**src/rtl/code_patch_loader.sv**
```systemverilog
// Byte-serial loader for a patch table: header (sync 0xA + index) then three data bytes, MSB first.
// Define CODE_PATCH_PARITY_EN to require a fifth XOR-parity byte after the data bytes.
module code_patch_loader #(
    parameter int NUM_PATCH = 3,
    parameter int PATCH_W   = 22,
    parameter int TIMEOUT   = 255
) (
    input  logic               clk_i,
    input  logic               rst_i,
    input  logic               cfg_pat_gen_i,
    input  logic               si_write_i,
    input  logic [7:0]         si_data_i,
    input  logic               patch_ack_i,
    output logic               patch_wr_o,
    output logic [3:0]         patch_idx_o,
    output logic [PATCH_W-1:0] patch_data_o,
    output logic               busy_o,
    output logic               err_o,
    output logic [1:0]         err_code_o
);

    localparam logic [1:0] S_IDLE = 2'd0;
    localparam logic [1:0] S_DATA = 2'd1;
    localparam logic [1:0] S_PUSH = 2'd2;
    localparam logic [1:0] S_ERR  = 2'd3;

    localparam logic [4:0] NUM_P5 = 5'(NUM_PATCH);
    localparam logic [7:0] TMO    = 8'(TIMEOUT);

    logic [1:0]         r_state;
    logic [1:0]         r_cnt;
    logic [7:0]         r_timer;
    logic [3:0]         r_idx;
    logic [PATCH_W-1:0] r_data;
    logic [1:0]         r_code;

    logic [23:0]        w_word;
    logic               w_hdr_ok;
    logic               w_range_ok;
    logic               w_par_ok;
    logic [1:0]         w_last;

`ifdef CODE_PATCH_PARITY_EN
    // The full word is already registered when the parity byte arrives.
    logic [23:0] r_word;
    logic [7:0]  r_xor;
    assign w_word   = r_word;
    assign w_par_ok = (r_xor == si_data_i);
    assign w_last   = 2'd3;
`else
    logic [15:0] r_word;
    assign w_word   = {r_word, si_data_i};
    assign w_par_ok = 1'b1;
    assign w_last   = 2'd2;
`endif

    assign w_hdr_ok   = (si_data_i[7:4] == 4'hA) && ({1'b0, si_data_i[3:0]} < NUM_P5);
    assign w_range_ok = ((w_word >> PATCH_W) == 24'd0);

    always_ff @(posedge clk_i) begin
        if (rst_i) begin
            r_state <= S_IDLE;
            r_cnt   <= 2'd0;
            r_timer <= 8'd0;
            r_idx   <= 4'd0;
            r_data  <= '0;
            r_code  <= 2'd0;
        end else begin
            case (r_state)
                S_IDLE: begin
                    if (si_write_i && cfg_pat_gen_i) begin
                        if (w_hdr_ok) begin
                            r_state <= S_DATA;
                            r_idx   <= si_data_i[3:0];
                            r_cnt   <= 2'd0;
                            r_timer <= 8'd0;
                        end else begin
                            r_state <= S_ERR;
                            r_code  <= 2'd1;
                        end
                    end
                end
                S_DATA: begin
                    if (!cfg_pat_gen_i) begin
                        r_state <= S_IDLE;
                    end else if (si_write_i) begin
                        r_timer <= 8'd0;
                        r_cnt   <= r_cnt + 2'd1;
                        if (r_cnt == w_last) begin
                            if (!w_par_ok) begin
                                r_state <= S_ERR;
                                r_code  <= 2'd3;
                            end else if (!w_range_ok) begin
                                r_state <= S_ERR;
                                r_code  <= 2'd2;
                            end else begin
                                r_state <= S_PUSH;
                                r_data  <= w_word[PATCH_W-1:0];
                            end
                        end
                    end else if (r_timer + 8'd1 == TMO) begin
                        r_state <= S_ERR;
                        r_code  <= 2'd3;
                    end else begin
                        r_timer <= r_timer + 8'd1;
                    end
                end
                S_PUSH: begin
                    if (patch_ack_i) begin
                        r_state <= S_IDLE;
                    end
                end
                default: begin
                    r_state <= S_IDLE;
                end
            endcase
        end
    end

    // Frame payload registers carry no control meaning, so they skip reset.
`ifdef CODE_PATCH_PARITY_EN
    always_ff @(posedge clk_i) begin
        if (r_state == S_IDLE && si_write_i) begin
            r_xor <= si_data_i;
        end else if (r_state == S_DATA && si_write_i) begin
            r_xor  <= r_xor ^ si_data_i;
            r_word <= {r_word[15:0], si_data_i};
        end
    end
`else
    always_ff @(posedge clk_i) begin
        if (r_state == S_DATA && si_write_i) begin
            r_word <= {r_word[7:0], si_data_i};
        end
    end
`endif

    assign patch_wr_o   = (r_state == S_PUSH);
    assign patch_idx_o  = r_idx;
    assign patch_data_o = r_data;
    assign busy_o       = (r_state != S_IDLE);
    assign err_o        = (r_state == S_ERR);
    assign err_code_o   = r_code;

endmodule

```
**config.mk**
```make
export PLATFORM = sky130hd
export DESIGN_NAME = code_patch_loader
export DESIGN_NICKNAME = d
export VERILOG_FILES = /design/src/rtl/code_patch_loader.sv
export SDC_FILE = /design/constraint.sdc
export NUM_CORES = 1
export LEC_CHECK = 0
export ABC_AREA = 0
export BUFFER_PORTS_ARGS = -buffer_cell sky130_fd_sc_hd__buf_2
export CAP_MARGIN = 20
export CORE_MARGIN = 1.5
export CORE_UTILIZATION = 54
export CTS_BUF_LIST = sky130_fd_sc_hd__clkbuf_16
export DETAILED_ROUTE_END_ITERATION = 10
export GPL_TIMING_DRIVEN = 0
export MAX_ROUTING_LAYER = met4
export PLACE_DENSITY = 0.81
export SYNTH_ARGS = -nofsm -noshare
export SYNTH_HDL_FRONTEND = slang
export SYNTH_SLANG_ARGS = --single-unit
```
**constraint.sdc**
```tcl
create_clock -name clk_i -period 3.93 [get_ports clk_i]
set_clock_uncertainty 0.2 [all_clocks]
set_input_delay 0.393 -clock clk_i [delete_from_list [all_inputs] [get_ports clk_i]]
set_output_delay 0.393 -clock clk_i [all_outputs]
set_load 0.05 [all_outputs]
```
==> results.txt <==
- In this run the power density over the cells is 410.1 mW/mm².
- Final WL: 4806 µm
- Die Span Y: 67.99 µm
- Number of clock sinks seen by CTS: 56
- In this run the critical register-to-register path is captured at patch_data_o[10].
- Avg Inst Size Synth: 9.272 µm²
* GP Congestion: 0.8969
- First DRT Iteration DRCs: 137
* Die footprint: 0.004623 mm²
- The min-delay analysis places its worst path in the category input pin to flip-flop.
* Max-cap violation count: 0
- Number of standard-cell rows in the floorplan: 23
* Antenna violations before repair: 0
- At the pin with the least slew margin, the transition time is 835.5 ps.
- The number of buffers and inverters on the critical path is 2.
- Ordered cell list for the critical path: buf_2 > or4b_1 > or3_1 > buf_2 > o21ai_1 > a31oi_1 > a311oi_1
- Highest net fanout along the worst path: 8
- Average detailed-routed wire length per instance: 13.85 µm
- Storage element area: 0.001281 mm²
- Relative to the synthesized area, the layout overhead comes to 18.76%.
* Headroom to the max-slew limit: 0.4400
- Cts bufs inserted: 5
- Post-layout power: 1.111 mW
- Counting instances, the worst hold path has a depth of 1.
* Worst reg2reg startpoint: r_state[1]
- Among cell families on the critical path, the largest total delay comes from compound AO/OA/AOI/OAI gates.
- For the final routed database, the setup TNS stands at 0 ps.
- Die boundary width: 67.99 µm
- Slowest library cell on the worst path: or4b_1
- RSZ-0062 raised after global routing: no
- Counting the fill cells in the layout gives 333.
- Total global routing track utilization: 0.2247
- The number of global-route vias before repair was 1,697.
- The count of nets left with antenna violations once routing finished came out at 0.
- Dividing the final minimum period by the clock period gives 0.6445.
* CTS Root Buffer Type: clkbuf_16
- Of the synthesized area, sequential elements account for 0.5617.
- Port buffer count: 43
- Using the TritonRoute via totals, the vias-per-cell ratio works out to 5.524.
- The number of nets in the synthesized netlist is 262.
- Core ar.: 0.004029 mm²
* Achievable frequency: 394.8 MHz
* Post-CTS sizing: 0
* Number of warning messages in the yosys log: 0
- Of the total power, the share spent switching nets is 0.2250.
* I/O pins: 44
- Entering global routing, the biggest net connects 16 pins.
- For the worst flop-to-flop path, the logic depth is 6.
- Diodes inserted: 0
- For this run, design rule violations remaining after detail routing come to 0.
* Clock power share: 0.369
- Number of buffers on the longest clock path: 2
- Cell leakage power: 1.061 nW
- Final-report max-slew violation count: 0
- For this run the aggregate overflow at the end of global routing stands at 0.
- Distinct cells, synth: 43
* HPWL after detailed placement: 3477 µm
* Cell taking the most area after synthesis: dfxtp_1
* Post-Route Utilization: 0.6724
- Launch instance of the worst min-delay path: si_data_i[3]
- In the final layout, the multi-input gates occupy 928.4 µm².
- Number of vias in the routed layout: 1,917
- The worst hold path terminates at r_word[3].
* Fraction of layout instances using a drive strength above 1: 0.1852
* Synthesized flop and latch total: 56
* Number of setup buffers added after CTS: 0
* Number of nets at the end of the flow: 313
* Global-route wire length before repair: 7534 µm
- The initial utilization of the core area, before any placement, comes to 0.5661.
- For this design the total switching power over the nets is 0.2500 mW.
* Clock-pin slew of the registers on the worst-case setup and hold paths: 60 ps
- Of the total power, combinational logic draws 0.084.
* Category of the most critical setup path: input pin to flip-flop
* Part of the total power dissipated in sequential elements: 0.547
- CP Capture Type: flip-flop
- Worst-case register-to-register setup slack: 1420 ps
- Required time worst endpoint: 3910 ps
- Startpoint Class: input pin
* Share of the synthesized area in the top cell type: 0.3511
- VDD sags by at most 314.2 µV.
* H-tree levels: 2
- Clock tree from TritonCTS: yes
- The run finished with clean final reports.
* Crit path top cell by count: buf_2
* Final Hold Viols: 0
* Number of iterations in the first detailed-routing pass: 4
* Clock latency on the worst-skew pair: 290 ps
- Setup violations remaining at the end of the flow were counted as 0.
- Cell internal power was estimated by the tool at 0.8609 mW.
- Synthesis produced 246 cells.
* Ranking of synthesized cells by area: dfxtp_1 (35%), edfxtp_1 (21%), nand2_1 (8.7%), a21oi_1 (7.5%), clkbuf_1 (1.8%)
- After synthesis the cells add up to 0.002281 mm².
- CP max stage delay: 560 ps
* Fin crit period: 2533 ps
- Data arrival time of the critical path: 2510 ps
- Hold repair after CTS inserted 0 buffers.
[worst reg2reg max path, cell delays in order, from the launching register on]
cell and delay, ps:
dfxtp_1 320, clkbuf_1 190, nor3_2 720, and3_1 350, clkbuf_1 390, nand2_1 130, a21oi_1 130
[worst max-delay path by stage]
stage                  from          endpoint  slack (ps)  cells past startpoint
2_1_floorplan    r_state[1]  patch_data_o[16]        1040                      6
3_3_place_gp     si_write_i   patch_data_o[4]         290                      7
3_5_place_dp   si_data_i[3]        r_timer[3]        1100                      7
4_1_cts        si_data_i[3]        r_timer[3]        1420                      7
5_1_grt          r_state[1]  patch_data_o[10]        1140                      6
6_report       si_data_i[3]        r_timer[3]        1400                      7
[power by group through the flow]
stage	clock (mW)	combinational [mW]	sequential (mW)
detailed placement	0	0.0925	0.620
global placement	0	0.0890	0.620
global route	0.436	0.101	0.608
CTS	0.418	0.0928	0.607
floorplan	0	0.0605	0.623
finish	0.410	0.0935	0.608
[cells by family after synthesis]
group,synth area share
simple gates,0.2145
mux,0.02304
compound gates,0.1393
buf+inv,0.03346
xor+xnor,0.01152
flops,0.5617
fa+ha+maj,0.01646
[flip-flops by register name, summed over array words and instances (netlist names)]
name and cells:
patch_data_o 22, r_word 16, r_timer 8, patch_idx_o 4, err_code_o 2, r_cnt 2, r_state 2
[metal layers]
layer	part of all wire	up-vias	GRT usage	wire, µm
li1	-	957	-	-
met1	0.44	897	0.2950	2103
met2	0.49	56	0.3507	2362
met3	0.058	7	0.04112	278
met4	0.013	0	0.07750	61
met5	0	-	-	0
[metrics by stage]
step	cells	instance area [µm²]	setup WS [ps]	hold WS, ps
3_3_place_gp	339	2559	291.7	234.7
4_1_cts	347	2709	1419	109.7
2_1_floorplan	246	2281	1039	226.2
5_1_grt	347	2709	1141	108.2
3_5_place_dp	340	2575	1102	231.3
6_report	347	2709	1397	113.4
[placed cells by master (no fill, tap or decap), types with 2 or more instances in the layout]
cell       netlist  final
a21oi_1         34     34
a31oi_1          2      2
and2_1           2      2
and3_1           4      4
and3b_1          2      2
buf_2            1     44
clkbuf_1        11     11
clkbuf_16        0      5
dfxtp_1         40     40
edfxtp_1        16     16
ha_1             3      3
inv_1            7      8
mux2_2           2      2
mux2i_1          3      3
nand2_1         53     53
nand2b_1         5      5
nand3_1          7      7
nor2_1          11     11
nor2b_1          5      5
nor3_1           5      4
nor4_1           2      2
o21a_1           2      2
o21ai_0          5      5
o31ai_1          2      2
or4_1            2      2
xnor2_1          2      2
[cells in the mapped netlist, drive strengths merged]
cell type,instances
nand3,7
a21oi,34
mux2i,3
nor3b,1
a31oi,2
and2,2
and3b,2
buf,2
edfxtp,16
nor2b,5
a211o,1
a21o,1
nor2,11
or2,1
or4,2
or4b,1
o22ai,1
nand2b,5
nand3b,1
o221ai,1
and3,4
dfxtp,40
nor3,5
o21ai,6
o32ai,1
ha,3
xnor2,2
a311o,1
o311ai,1
nand2,53
inv,7
mux2,2
o21a,2
a211oi,1
or3,1
o31ai,2
nor4,2
clkbuf,11
xor2,1
nand4,1
a311oi,1
[layout make-up]
class                   instances  area share
well taps                      50     0.02309
multi-input cells             170      0.3427
plain buffers                  13     0.01848
flip-flops and latches         56      0.4730
clock buffers                   5     0.04619
clock inverters                 2    0.003233
repair buffers                 44     0.08360
inverters                       7    0.009700
(Power assumes the default switching activity.)
